--- config.mk ---
export PLATFORM = sky130hd
export DESIGN_NAME = process_scheduler
export DESIGN_NICKNAME = d
export VERILOG_FILES = /design/src/rtl/jups_sched_pkg.sv /design/src/rtl/rr_picker.sv /design/src/rtl/process_scheduler.sv
export SDC_FILE = /design/constraint.sdc
export NUM_CORES = 1
export LEC_CHECK = 0
export CAP_MARGIN = 40
export CELL_PAD_IN_SITES_DETAIL_PLACEMENT = 0
export CELL_PAD_IN_SITES_GLOBAL_PLACEMENT = 2
export CORE_ASPECT_RATIO = 1.25
export CORE_MARGIN = 1
export CORE_UTILIZATION = 30
export DETAILED_ROUTE_END_ITERATION = 8
export DONT_BUFFER_PORTS = 1
export GPL_TIMING_DRIVEN = 1
export HOLD_SLACK_MARGIN = 0.15
export PLACE_DENSITY_LB_ADDON = 0.2
export RECOVER_POWER = 100
export SETUP_SLACK_MARGIN = 0.15
export SYNTH_ARGS = -nofsm -noshare
export SYNTH_HDL_FRONTEND = slang
export SYNTH_SLANG_ARGS = --single-unit
export TNS_END_PERCENT = 100
--- constraint.sdc ---
create_clock -name i_clock -period 8.6 [get_ports i_clock]
set_clock_uncertainty 0.2 [all_clocks]
set_input_delay 2.15 -clock i_clock [delete_from_list [all_inputs] [get_ports i_clock]]
set_output_delay 2.15 -clock i_clock [all_outputs]
set_load 0.02 [all_outputs]
--- src/rtl/jups_sched_pkg.sv ---
// Shared definitions for the round-robin process scheduler.
package jups_sched_pkg;

  localparam int unsigned PC_W            = 32;
  localparam int unsigned QCNT_W          = 5;
  localparam int unsigned DEF_NUM_PROC    = 4;
  localparam int unsigned DEF_QUANTUM     = 10;
  localparam logic [31:0] DEF_SO_ENTRY_PC = 32'd17;

  typedef enum logic [2:0] {
    ST_IDLE     = 3'd0,
    ST_RUN      = 3'd1,
    ST_SAVE     = 3'd2,
    ST_OS       = 3'd3,
    ST_DISPATCH = 3'd4
  } sched_state_e;

endpackage

--- src/rtl/rr_picker.sv ---
// Combinational round-robin search: first ready slot at or after i_start, wrapping.
// With i_incl_start low the start slot itself is never selected.
module rr_picker
  import jups_sched_pkg::*;
#(
  parameter int unsigned N  = DEF_NUM_PROC,
  parameter int unsigned IW = $clog2(N)
) (
  input  logic [N-1:0]  i_ready,
  input  logic [IW-1:0] i_start,
  input  logic          i_incl_start,
  output logic          o_found_c,
  output logic [IW-1:0] o_idx_c
);

  logic [IW-1:0] w_idx;

  // Scan offsets from farthest to nearest so the nearest ready slot wins.
  always_comb begin
    o_found_c = 1'b0;
    o_idx_c   = i_start;
    w_idx     = i_start;
    for (int i = int'(N) - 1; i >= 0; i--) begin
      w_idx = i_start + IW'(i);
      if (i_ready[w_idx] && ((i != 0) || i_incl_start)) begin
        o_found_c = 1'b1;
        o_idx_c   = w_idx;
      end
    end
  end

endmodule

--- src/rtl/process_scheduler.sv ---
// Round-robin process scheduler with per-process quantum timer and OS hand-off.
module process_scheduler
  import jups_sched_pkg::*;
#(
  parameter int unsigned NUM_PROC    = DEF_NUM_PROC,
  parameter int unsigned QUANTUM     = DEF_QUANTUM,
  parameter logic [31:0] SO_ENTRY_PC = DEF_SO_ENTRY_PC,
  parameter int unsigned IW          = $clog2(NUM_PROC)
) (
  input  logic            i_clock,
  input  logic            i_reset,
  input  logic            i_instr_valid,
  input  logic            i_end_proc,
  input  logic [PC_W-1:0] i_pc_curr,
  input  logic            i_so_done,
  input  logic            i_proc_load,
  input  logic [IW-1:0]   i_proc_load_id,
  input  logic [PC_W-1:0] i_proc_load_pc,
  output logic            o_enable_so,
  output logic            o_pc_load,
  output logic [PC_W-1:0] o_pc_new,
  output logic [IW-1:0]   o_cur_proc,
  output logic            o_idle
);

  sched_state_e    r_state, w_state_nxt;
  logic [PC_W-1:0] r_pc_table [NUM_PROC];
  logic [NUM_PROC-1:0] r_ready;
  logic [QCNT_W-1:0]   r_qcount, w_qcount_nxt;
  logic [IW-1:0]       r_cur_proc, w_cur_nxt;
  logic                r_enable_so, r_pc_load, r_idle;
  logic [PC_W-1:0]     r_pc_new, w_pc_new_nxt;
  logic                w_save, w_end, w_load_ok;
  logic                w_pick_found;
  logic [IW-1:0]       w_pick_idx, w_pick_start;
  logic [PC_W-1:0]     w_pick_pc;

  // Searching from cur_proc+1 over all slots leaves cur_proc for last.
  assign w_pick_start = r_cur_proc + IW'(1);

  rr_picker #(.N(NUM_PROC), .IW(IW)) u_picker (
    .i_ready      (r_ready),
    .i_start      (w_pick_start),
    .i_incl_start (1'b1),
    .o_found_c    (w_pick_found),
    .o_idx_c      (w_pick_idx)
  );

  // The running slot cannot be re-registered while its context is live.
  assign w_load_ok = i_proc_load &&
                     !(((r_state == ST_RUN) || (r_state == ST_SAVE)) &&
                       (i_proc_load_id == r_cur_proc));

  // Forward a same-cycle registration so the dispatched PC is never stale.
  assign w_pick_pc = (w_load_ok && (i_proc_load_id == w_pick_idx)) ?
                     i_proc_load_pc : r_pc_table[w_pick_idx];

  // Next-state, quantum counter and next registered outputs.
  always_comb begin
    w_state_nxt  = r_state;
    w_qcount_nxt = r_qcount;
    w_cur_nxt    = r_cur_proc;
    w_save       = 1'b0;
    w_end        = 1'b0;
    w_pc_new_nxt = r_pc_new;
    case (r_state)
      ST_IDLE: begin
        if (w_pick_found) w_state_nxt = ST_DISPATCH;
      end
      ST_RUN: begin
        if (i_end_proc) begin
          w_end        = 1'b1;
          w_save       = 1'b1;
          w_qcount_nxt = '0;
          w_state_nxt  = ST_SAVE;
        end else if (i_instr_valid) begin
          if (r_qcount == QCNT_W'(QUANTUM - 1)) begin
            w_save       = 1'b1;
            w_qcount_nxt = '0;
            w_state_nxt  = ST_SAVE;
          end else begin
            w_qcount_nxt = r_qcount + QCNT_W'(1);
          end
        end
      end
      ST_SAVE: w_state_nxt = ST_OS;
      ST_OS: begin
        if (i_so_done) w_state_nxt = w_pick_found ? ST_DISPATCH : ST_IDLE;
      end
      ST_DISPATCH: w_state_nxt = ST_RUN;
      default: w_state_nxt = ST_IDLE;
    endcase
    if (w_state_nxt == ST_DISPATCH) begin
      w_cur_nxt    = w_pick_idx;
      w_qcount_nxt = '0;
      w_pc_new_nxt = w_pick_pc;
    end else if (w_state_nxt == ST_SAVE) begin
      w_pc_new_nxt = SO_ENTRY_PC;
    end
  end

  // State, process table and registered outputs.
  always_ff @(posedge i_clock) begin
    if (!i_reset) begin
      r_state     <= ST_IDLE;
      r_ready     <= '0;
      r_qcount    <= '0;
      r_cur_proc  <= IW'(NUM_PROC - 1);
      r_enable_so <= 1'b1;
      r_idle      <= 1'b1;
      r_pc_load   <= 1'b0;
      r_pc_new    <= SO_ENTRY_PC;
      for (int i = 0; i < int'(NUM_PROC); i++) r_pc_table[i] <= '0;
    end else begin
      r_state     <= w_state_nxt;
      r_qcount    <= w_qcount_nxt;
      r_cur_proc  <= w_cur_nxt;
      r_pc_new    <= w_pc_new_nxt;
      r_pc_load   <= (w_state_nxt == ST_SAVE) || (w_state_nxt == ST_DISPATCH);
      r_enable_so <= !((w_state_nxt == ST_RUN) || (w_state_nxt == ST_DISPATCH));
      r_idle      <= (w_state_nxt == ST_IDLE);
      if (w_load_ok) begin
        r_ready[i_proc_load_id]    <= 1'b1;
        r_pc_table[i_proc_load_id] <= i_proc_load_pc;
      end
      if (w_save) r_pc_table[r_cur_proc] <= i_pc_curr;
      if (w_end)  r_ready[r_cur_proc] <= 1'b0;
    end
  end

  assign o_enable_so = r_enable_so;
  assign o_pc_load   = r_pc_load;
  assign o_pc_new    = r_pc_new;
  assign o_cur_proc  = r_cur_proc;
  assign o_idle      = r_idle;

endmodule

==> metrics.cfg <==
[hold_path]
hold_depth=2
min_path_type=flop to flop
hp-start=r_qcount[1]
min_to=r_qcount[1]

[floorplanning]
dieArea_sq_um=30200
start_util_pct=30.4
ioPinCount=109
die-width_um=156
die_y_um=194
fp.coreArea_sq_um=29200
rows=70

[place]
placed_cell_area_sq_um=9310
place.gp.congestion=0.809
hpwl_um=16500
place.port_buffers=0

[setup_path]
ff2ff_setup_slack_ns=2.64
cp.arrival_ns=6.11
crit_fanout=65
reg2reg_from=o_cur_proc[0]
path_class=input pin to flop
cp_data_required_time_ns=8.49
worstSetupStartpointType=input pin
worst_r2r_path_depth=10
rr_endpoint=o_pc_new[4]
end_kind=flop

[clock_tree]
cts_resized=0
cts_setup_buffers=0
cts_buffers=17
cts.htree.levels=4
clk_path_buf_depth=2
clk_pin_slew_ns=0.08
cts_tree=done
hold_buffers=0
cts_root_buf=clkbuf_16
clock_sinks=177
clk_latency_ns=0.44

[logic_synthesis]
yosys.area.top_type_share_pct=43.4
synthTopCellsByArea=edfxtp_1 (43%), dfxtp_1 (11%), mux4_2 (6.9%)
synth_top_area_cell=edfxtp_1
ys.flop_type=edfxtp_1
yosysWarningCount=0
postSynthCellCount=731
synth_edf_count=128
avgSynthCellArea_sq_um=12.1
yosysSeqAreaShare_pct=54.5
yosysUniqueCellTypes=57
synth-seq-cells=177
synthArstFlopShare_pct=0
syn_area_sq_um=8860
syn_nets=809

[timing]
hold_viol=0
rsz0062_at_grt=no
tightestPinTransition_ns=3.12
maxSlewHeadroom_pct=-108
finalSetupTns_ns=0
setup_viol=0
timing.fmax_mhz=161
slew_viol_final=308
period_share_pct=72.4
finalCriticalPeriod_ns=6.22

[drt]
drt-total-wl_um=27200
vias=6095
drtAntennaViolNets=0
drc=0
drt-pass1-iter-count=5
drtIter0Drc=533
vias_per_cell=5.50
wire_per_inst_um=24.6

[pwr]
powerDensity_nw_per_um2=249
vdd_drop_max_v=0.000129
leakage_nw=3.54

[run_status]
violations=capacitance limit, slew limit
outcome=finished with violations

[layout]
final_common_cell=nand2_1
synthToLayoutAreaGrowth_pct=10.1
stdcell_area_sq_um=9750
final_cell_mix=nand2_1 (140), edfxtp_1 (128), o31ai_1 (65), dfxtp_1 (49), o21ai_0 (39)
fin_nets=777
final_layout_size_suffix_gt1_share_pct=11.9
num_antenna_cells=0

[global_route]
grt_pass1_wl_um=41000
globalRouteOverflowTotal=0
grt_pass1_vias=6367
grt_max_degree=66
grtUsageTotal_pct=18.6
antenna_found_initial=0

[job]
drv_cap=8

[through the flow]
step                hold WS, ns  cells  total power [mW]  setup WS (ns)  utilization (%)
global route              0.384   1108              2.53           2.12             33.4
global placement          0.340   1069              1.64           3.46             31.3
detailed placement        0.339   1076              1.66           3.60             31.9
CTS                       0.353   1108              2.45           4.06             33.9
floorplan                 0.308    731              1.49           3.47                -
finish                    0.349   1108              2.43           2.38             33.4
[per-layer routing]
layer,track usage [%],vias to the layer above,wire length (um)
li1,-,2787,-
met1,22.6,3135,11500
met2,32.3,154,13700
met3,4.85,19,1700
met4,5.16,0,344
met5,0,-,0
[final cells by class]
class                      instances  area [sq um]
multi-input combinational        472          3640
sequential                       177          4820
timing repair buffer              19           158
inverter                          12          45.0
tap                              396           495
clock buffer                      17           425
clock inverter                    15           161
fill                            2912         19400
[worst max-delay path: stages]
cell and delay [ns]:
nor2_1 0.03, nor3_2 0.25, and3_1 0.27, and2_2 0.16, clkbuf_1 2.19, nand3b_1 0.56
buf_4 0.46
[worst max-delay path by stage]
stage,startpoint,end,slack (ns),cells past startpoint
4_1_cts,i_end_proc,r_pc_table[2][23],4.06,7
2_1_floorplan,i_proc_load_id[1],r_pc_table[0][0],3.47,8
3_3_place_gp,i_end_proc,r_pc_table[1][21],3.46,5
3_5_place_dp,i_end_proc,r_pc_table[2][28],3.60,7
6_report,i_end_proc,r_pc_table[2][23],2.38,7
5_1_grt,i_end_proc,r_pc_table[2][27],2.12,7
[state kept, by name, summed over array words and instances, names as in the netlist]
name,flops
o_idle,1
o_cur_proc,2
o_pc_load,1
r_state,3
r_qcount,5
r_ready,4
r_pc_table,128
o_enable_so,1
o_pc_new,32
[cell families (layout without fill, tap and decap cells)]
family	after synthesis	after routing	synth area share (%)
buffers and inverters	82	63	4.39
and+or+nand+nor	194	194	9.97
muxes	36	36	8.46
xor gates and xnor gates	9	9	0.975
AOI/OAI and AO/OA	227	227	20.9
adders and majority gates	6	6	0.847
DFF	177	177	54.5
[synth_stat cells, drive strengths merged (3+ instances only)]
cell	count
a21o	3
a21oi	10
a221o	30
a221oi	3
a22o	32
and2	9
and3	3
buf	23
clkbuf	47
dfxtp	49
edfxtp	128
ha	6
inv	12
mux2i	4
mux4	30
nand2	140
nand2b	4
nand3b	3
nor2	12
nor2b	4
nor3	5
nor3b	4
o211a	31
o21ai	40
o31ai	65
or2	3
or3	3
xnor2	6
xor2	3
[report_power, final]
part	switching, mW	internal, mW
sequential	0.102	1.00
combinational	0.304	0.227
clock	0.360	0.431
total	0.766	1.66
No activity file was read; power rests on OpenSTA's default activity.
